File: src/rtl/mul16_seq_pkg.sv
// Shared definitions for the sequential 16x16 multiplier: operand width,
// step-counter width and the FSM state encoding.
package mul16_seq_pkg;

  localparam int WIDTH = 16;
  localparam int CNT_W = 5;

  // Counter value during the final shift-and-add step.
  localparam logic [CNT_W-1:0] LAST_STEP = CNT_W'(WIDTH - 1);

  typedef enum logic [1:0] {
    S_IDLE = 2'd0,
    S_RUN  = 2'd1,
    S_DONE = 2'd2
  } state_t;

endpackage

File: src/rtl/mul16_seq_add16.sv
// 16-bit ripple adder with carry in/out; the single adder the multiplier
// uses for every partial-product accumulation.
import mul16_seq_pkg::*;

module add16 (
  input  logic [WIDTH-1:0] i_a,
  input  logic [WIDTH-1:0] i_b,
  input  logic             i_cin,
  output logic [WIDTH-1:0] o_sum,
  output logic             o_cout
);

  // Full-width sum; the extra top bit becomes the carry out.
  always_comb begin
    {o_cout, o_sum} = {1'b0, i_a} + {1'b0, i_b} + {{WIDTH{1'b0}}, i_cin};
  end

endmodule

File: src/rtl/mul16_seq.sv
// Sequential 16x16 unsigned shift-and-add multiplier. One partial product is
// added per cycle through add16 and the 33-bit {Cout,Sum,q} is shifted right
// back into the accumulator/multiplier registers. After 16 steps the product
// is latched into P and a one-cycle done pulse is raised.
import mul16_seq_pkg::*;

module mul16_seq (
  input  logic               clk,
  input  logic               rst,
  input  logic               start,
  input  logic [WIDTH-1:0]   A,
  input  logic [WIDTH-1:0]   B,
  output logic               busy,
  output logic               done,
  output logic [2*WIDTH-1:0] P
);

  state_t             r_state;
  state_t             w_next_state;
  logic [WIDTH-1:0]   r_mcand;
  logic [WIDTH-1:0]   r_acc;
  logic [WIDTH-1:0]   r_q;
  logic [CNT_W-1:0]   r_cnt;
  logic [2*WIDTH-1:0] r_p;
  logic [WIDTH-1:0]   w_addend;
  logic [WIDTH-1:0]   w_sum;
  logic               w_cout;

  // Partial product: multiplicand when the current multiplier LSB is set.
  always_comb begin
    w_addend = r_q[0] ? r_mcand : '0;
  end

  add16 u_add16 (
    .i_a    (r_acc),
    .i_b    (w_addend),
    .i_cin  (1'b0),
    .o_sum  (w_sum),
    .o_cout (w_cout)
  );

  // State register; reset abandons any multiply in flight.
  always_ff @(posedge clk) begin
    if (rst) begin
      r_state <= S_IDLE;
    end else begin
      r_state <= w_next_state;
    end
  end

  // Next-state logic: start only matters in IDLE, DONE always lasts one cycle.
  always_comb begin
    w_next_state = r_state;
    case (r_state)
      S_IDLE: if (start) w_next_state = S_RUN;
      S_RUN:  if (r_cnt == LAST_STEP) w_next_state = S_DONE;
      S_DONE: w_next_state = S_IDLE;
      default: w_next_state = S_IDLE;
    endcase
  end

  // Status outputs decoded purely from the registered state.
  always_comb begin
    busy = (r_state != S_IDLE);
    done = (r_state == S_DONE);
  end

  // Datapath: operand capture, shift-and-add step, product latch on the last step.
  always_ff @(posedge clk) begin
    if (rst) begin
      r_mcand <= '0;
      r_acc   <= '0;
      r_q     <= '0;
      r_cnt   <= '0;
      r_p     <= '0;
    end else begin
      case (r_state)
        S_IDLE: begin
          if (start) begin
            r_mcand <= A;
            r_q     <= B;
            r_acc   <= '0;
            r_cnt   <= '0;
          end
        end
        S_RUN: begin
          r_acc <= {w_cout, w_sum[WIDTH-1:1]};
          r_q   <= {w_sum[0], r_q[WIDTH-1:1]};
          r_cnt <= r_cnt + CNT_W'(1);
          if (r_cnt == LAST_STEP) begin
            r_p <= {w_cout, w_sum, r_q[WIDTH-1:1]};
          end
        end
        default: begin
        end
      endcase
    end
  end

  assign P = r_p;

endmodule

File: config.mk
export PLATFORM = sky130hd
export DESIGN_NAME = mul16_seq
export DESIGN_NICKNAME = d
export VERILOG_FILES = /design/src/rtl/mul16_seq_pkg.sv /design/src/rtl/mul16_seq_add16.sv /design/src/rtl/mul16_seq.sv
export SDC_FILE = /design/constraint.sdc
export NUM_CORES = 1
export LEC_CHECK = 0
export CORE_MARGIN = 2
export CORE_UTILIZATION = 45
export CTS_CLUSTER_SIZE = 12
export DETAILED_ROUTE_END_ITERATION = 7
export PLACE_DENSITY = 0.69
export SYNTH_ARGS = -nofsm -noshare
export SYNTH_HDL_FRONTEND = slang
export SYNTH_SLANG_ARGS = --single-unit
File: constraint.sdc
create_clock -name clk -period 3.4 [get_ports clk]
set_input_delay 1.02 -clock clk [delete_from_list [all_inputs] [get_ports clk]]
set_output_delay 1.02 -clock clk [all_outputs]
set_load 0.1 [all_outputs]
### Yosys cells after proc, flatten, opt, wreduce, memory -nomap -nowiden

Cells that the tools add are included.

| storage, ports and cells | value |
|---|---|
| bits of input ports | 35 |
| flip-flop bits (word level) | 87 |
| output and inout bits | 34 |
| logic and storage cells | 30 |

| cells by class | value |
|---|---|
| reductions and logical operators | 7 |
| multiplexer cells | 10 |
| equality and inequality tests | 5 |
| $add $sub $neg | 2 |

Operators by type and width:

| kind | count |
|---|---|
| $pmux 16 s2 | 2 |
| $mux 16 | 3 |
| $add 16x16->17 | 1 |
| $pmux 5 s2 | 1 |
| $reduce_and 2->1 | 4 |
| $add 5x1->5 const B | 1 |
| $eq 5x4->1 const B | 1 |
| $mux 5 | 1 |
| $mux 2 | 2 |
| $ne 2x2->1 const B | 2 |
| $pmux 2 s2 | 1 |
| $reduce_bool 2->1 | 2 |
| $eq 2x1->1 const B | 1 |
| $eq 2x2->1 const B | 1 |
| $logic_not 2->1 | 1 |

### Longest topological paths before layout

| logic depth | value |
|---|---|
| depth in word-level cells | 3 |
| depth in mapped cells | 10 |
| depth with buffers taken out | 9 |

### Modules after synthesis

Synthesis repeated with hierarchy kept, for this count alone.

| unflattened totals | value |
|---|---|
| cell total of the unflattened synthesis | 447 |
| area total of the unflattened synthesis | 4072.7 um^2 |

By module, submodules not included:

| module | area each (um^2) | cells each | times used | sequential area each (um^2) |
|---|---|---|---|---|
| mul16_seq | 3339.5 | 358 | 1 | 1741.7 |
| add16 | 733.2 | 89 | 1 | 0.0 |

### Worst setup path after synthesis

Ideal clock, no wire load.

| path | value |
|---|---|
| path type | register -> output |
| from | register r_state[1] |
| to | output done |
| data arrival time | 1693 ps |
| cell stages (with the launch flop) | 2 |
| required time | 2380 ps |
| path slack | 687 ps |
| buffers on the path | 0 |
| cell sequence | dfxtp_1 -> nor2b_1 |

| between the ends | value |
|---|---|
| longest elaborated chain between the ends | 1 |

Ends and longest elaborated chain:

| item | RTL line | source |
|---|---|---|
| from (decl) | mul16_seq.sv:18 | `state_t r_state;` |
| from (signal assigned) | mul16_seq.sv:47 | `r_state <= w_next_state;` |
| $eq 2x2->1 | mul16_seq.sv:65 | `done = (r_state == S_DONE);` |
| to (decl) | mul16_seq.sv:14 | `output logic done,` |

Every way passes these cells.

### Worst setup path after layout

| path | value |
|---|---|
| from | register r_q[0] |
| to | register r_p[25], in the netlist P[25] |

| between the ends | value |
|---|---|
| longest elaborated chain between the ends | 2 |

Ends and longest elaborated chain:

| item | RTL line | source |
|---|---|---|
| from (decl) | mul16_seq.sv:22 | `logic [WIDTH-1:0] r_q;` |
| from (signal assigned) | mul16_seq.sv:88 | `r_q <= {w_sum[0], r_q[WIDTH-1:1]};` |
| $mux 16 | mul16_seq.sv:31 | `w_addend = r_q[0] ? r_mcand : '0;` |
| $add 16x16->17 | mul16_seq_add16.sv:15 | `{o_cout, o_sum} = {1'b0, i_a} + {1'b0, i_b} + {{WIDTH{1'b0}}, i_cin};` |
| to (signal assigned) | mul16_seq.sv:91 | `r_p <= {w_cout, w_sum, r_q[WIDTH-1:1]};` |
| to (decl) | mul16_seq.sv:24 | `logic [2*WIDTH-1:0] r_p;` |

Every way passes these cells.
A chain may end at the register's enable or synchronous reset.

==> metrics <==
FILL cells=around 870; Mapped Cells=531; routed len/inst=14.3 um; WP buf/inv=0; worst hold slack=455 ps; Pre-antenna DRT Iters=4; final setup skew=~10 ps; chip width=between 100 and 150 um; H-tree depth=3; syn nets=585; pin count of the biggest net entering global routing=37; Initial Util=a little under half; maximum clock path buffer count=2; global route total overflow=0; dpl hpwl=~6900 um; drt drc=0; die area=between 10000 and 15000 um2; Area Growth Syn to Fin=20.0%; number of synthesized flops with an enable pin=0; antenna violations before repair=0; Rel. slew slack=48.2%; Worst EP required=~3700 ps; Rows=35; count leader, synth=nand2_1; Setup-failing EPs final=0; CTS Hold Bufs=0; crit-path max FO=17; setup TNS=0 ps; GP Congestion=between 0.8 and 0.9; via count=roughly 3800; top-area cell type share of the netlist area=41.7%; All-Layer GR Usage=around a fifth; Pwr Density=391 nW/um2; # Post-CTS Setup Buffers=0; Static Leak=around 0.0020 uW; ANT nets after route=0; Synth Cell Area=roughly 4200 um2; crit end category=register; RSZ-0062 raised after global routing=no; Final Max Tran Viols=0; top area cells in the synthesized netlist=dfxtp_1 (42%), nand2_1 (12%), a21oi_1 (7.8%), ha_1 (5.4%), nor2_1 (3.7%); chip height=between 100 and 150 um; clock sinks=87; Reg area=1740 um2; Yosys Warn Count=0; first-pass GRT wire length=16700 um; post-layout min period=roughly 2800 ps; vias in the first global route=approximately 3500; area of the multi-input gates=between 2000 and 2500 um2; IO buf count=~70; fin crit share=around four fifths; Commonest cells post-synth=nand2_1 (130), dfxtp_1 (87), a21oi_1 (65); Max VDD drop=slightly below 0.2 mV; CP delay by family, top=compound AO/OA/AOI/OAI gates; Ant. Diodes=0; TritonCTS clock tree=done; fraction of layout cells with a size suffix above 1=12.1%; DRT iter0 DRCs=about 230; Synth Register Bits=87; I/O pin total=69; CTS resizes=0; mean post-synth cell area=between 7 and 8 um2; CTS buffer count=9; drt total wl=approximately 10000 um; worst slew pin tran=a little under 800 ps; Max Clock Freq=between 300 and 400 MHz; critical-path cell list=and2_1 > ha_1 > fa_1 > a211oi_2 > nor2_1 > a41oi_1 > o21ai_1 > nor4b_1 > a211o_1; CTS root buf=clkbuf_8; CP max stage delay=around 500 ps; Top FF cell, synth=dfxtp_1; WS Path Type=register to register; cell taking the most area after synthesis=dfxtp_1; Final Hold Fails=0; core box area=between 9000 and 10000 um2; clock latency on the worst-skew pair=360 ps; vias per cell=5.48; hold crit path type=register to register; asr flop ratio synth=0%; Slowest-stage cell, CP=dfxtp_1; total chip power=roughly 2000 uW; status=complete, no violations; clock transition at the registers of the reported paths=around 90 ps; register area share after synthesis=between 40% and 50%; Final nets=approximately 640; worst reg-to-reg setup slack=630 ps; CP Data Arrival Time=just over 3000 ps; Unique masters post-synth=54; Max-cap violations=0; Worst Setup Start Kind=register
-- placed cells by master (no fill, tap or decap), types with 16 or more instances in the layout --
cell	n
buf_4	45
a21oi_1	65
dfxtp_1	87
nand3_1	17
and2_1	19
a311oi_1	16
ha_1	18
clkdlybuf4s50_1	33
nor2_1	41
nand2_1	130
-- worst reg2reg max path, cell delays in order (launching register included) --
cell      delay [ps]
dfxtp_1          500
and2_1           260
ha_1             200
fa_1             440
a211oi_2         300
nor2_1            80
a41oi_1          340
o21ai_1          180
nor4b_1          280
a211o_1          140
-- per-stage QoR --
step	setup slack (ps)	util, %	instances	instance area (um2)
after global routing	462	55.0	698	5010
after global placement	714	53.1	682	4830
after CTS	642	55.0	698	5010
after floorplan	687	-	531	4180
final	631	55.0	698	5010
after detailed placement	677	53.1	682	4830
-- cells by family after synthesis --
| group | after synthesis | share of synthesized area [%] |
|---|---|---|
| mux | 1 | 0.240 |
| compound gates | 131 | 19.9 |
| fa+ha+maj | 19 | 5.87 |
| buf+inv | 41 | 3.95 |
| simple gates | 239 | 25.7 |
| xor+xnor | 13 | 2.72 |
| flops | 87 | 41.7 |
-- path summary, 6_finish.rpt --
| kind | depth (start not counted) | to | start |
|---|---|---|---|
| worst max-delay path | 9 | P[25] | r_q[0] |
| worst min-delay path | 2 | r_mcand[14] | r_mcand[14] |
| worst max register to register | 9 | P[25] | r_q[0] |
| worst min register to register | 2 | r_mcand[14] | r_mcand[14] |
-- where the power goes --
part	internal, uW	total [uW]	leakage (uW)	switching [uW]
combinational	85.2	204	0.00118	119
clock	278	680	0.0000854	402
sequential	1050	1080	0.000707	26.3
-- per-layer routing --
metal  track usage [%]  part of all wire, %
met4              7.17                  1.4
met3              2.86                  4.6
met1              28.6                   48
met2              32.6                   46
met5                 0                    0
-- registers in the layout (all words and copies together) (netlist names) --
register and flops:
r_cnt 5, r_mcand 16, P 32, r_state 2, r_q 16, r_acc 16
-- final cells by class --
type | count | area share, %
clock buffers | 10 | 2.55
clock inverters | 6 | 1.05
inverters | 2 | 0.150
multi-input cells | 403 | 45.3
flip-flops and latches | 87 | 34.7
well taps | 111 | 2.77
repair buffers | 79 | 13.4
Note: power is estimated with default switching activity, not from simulation.
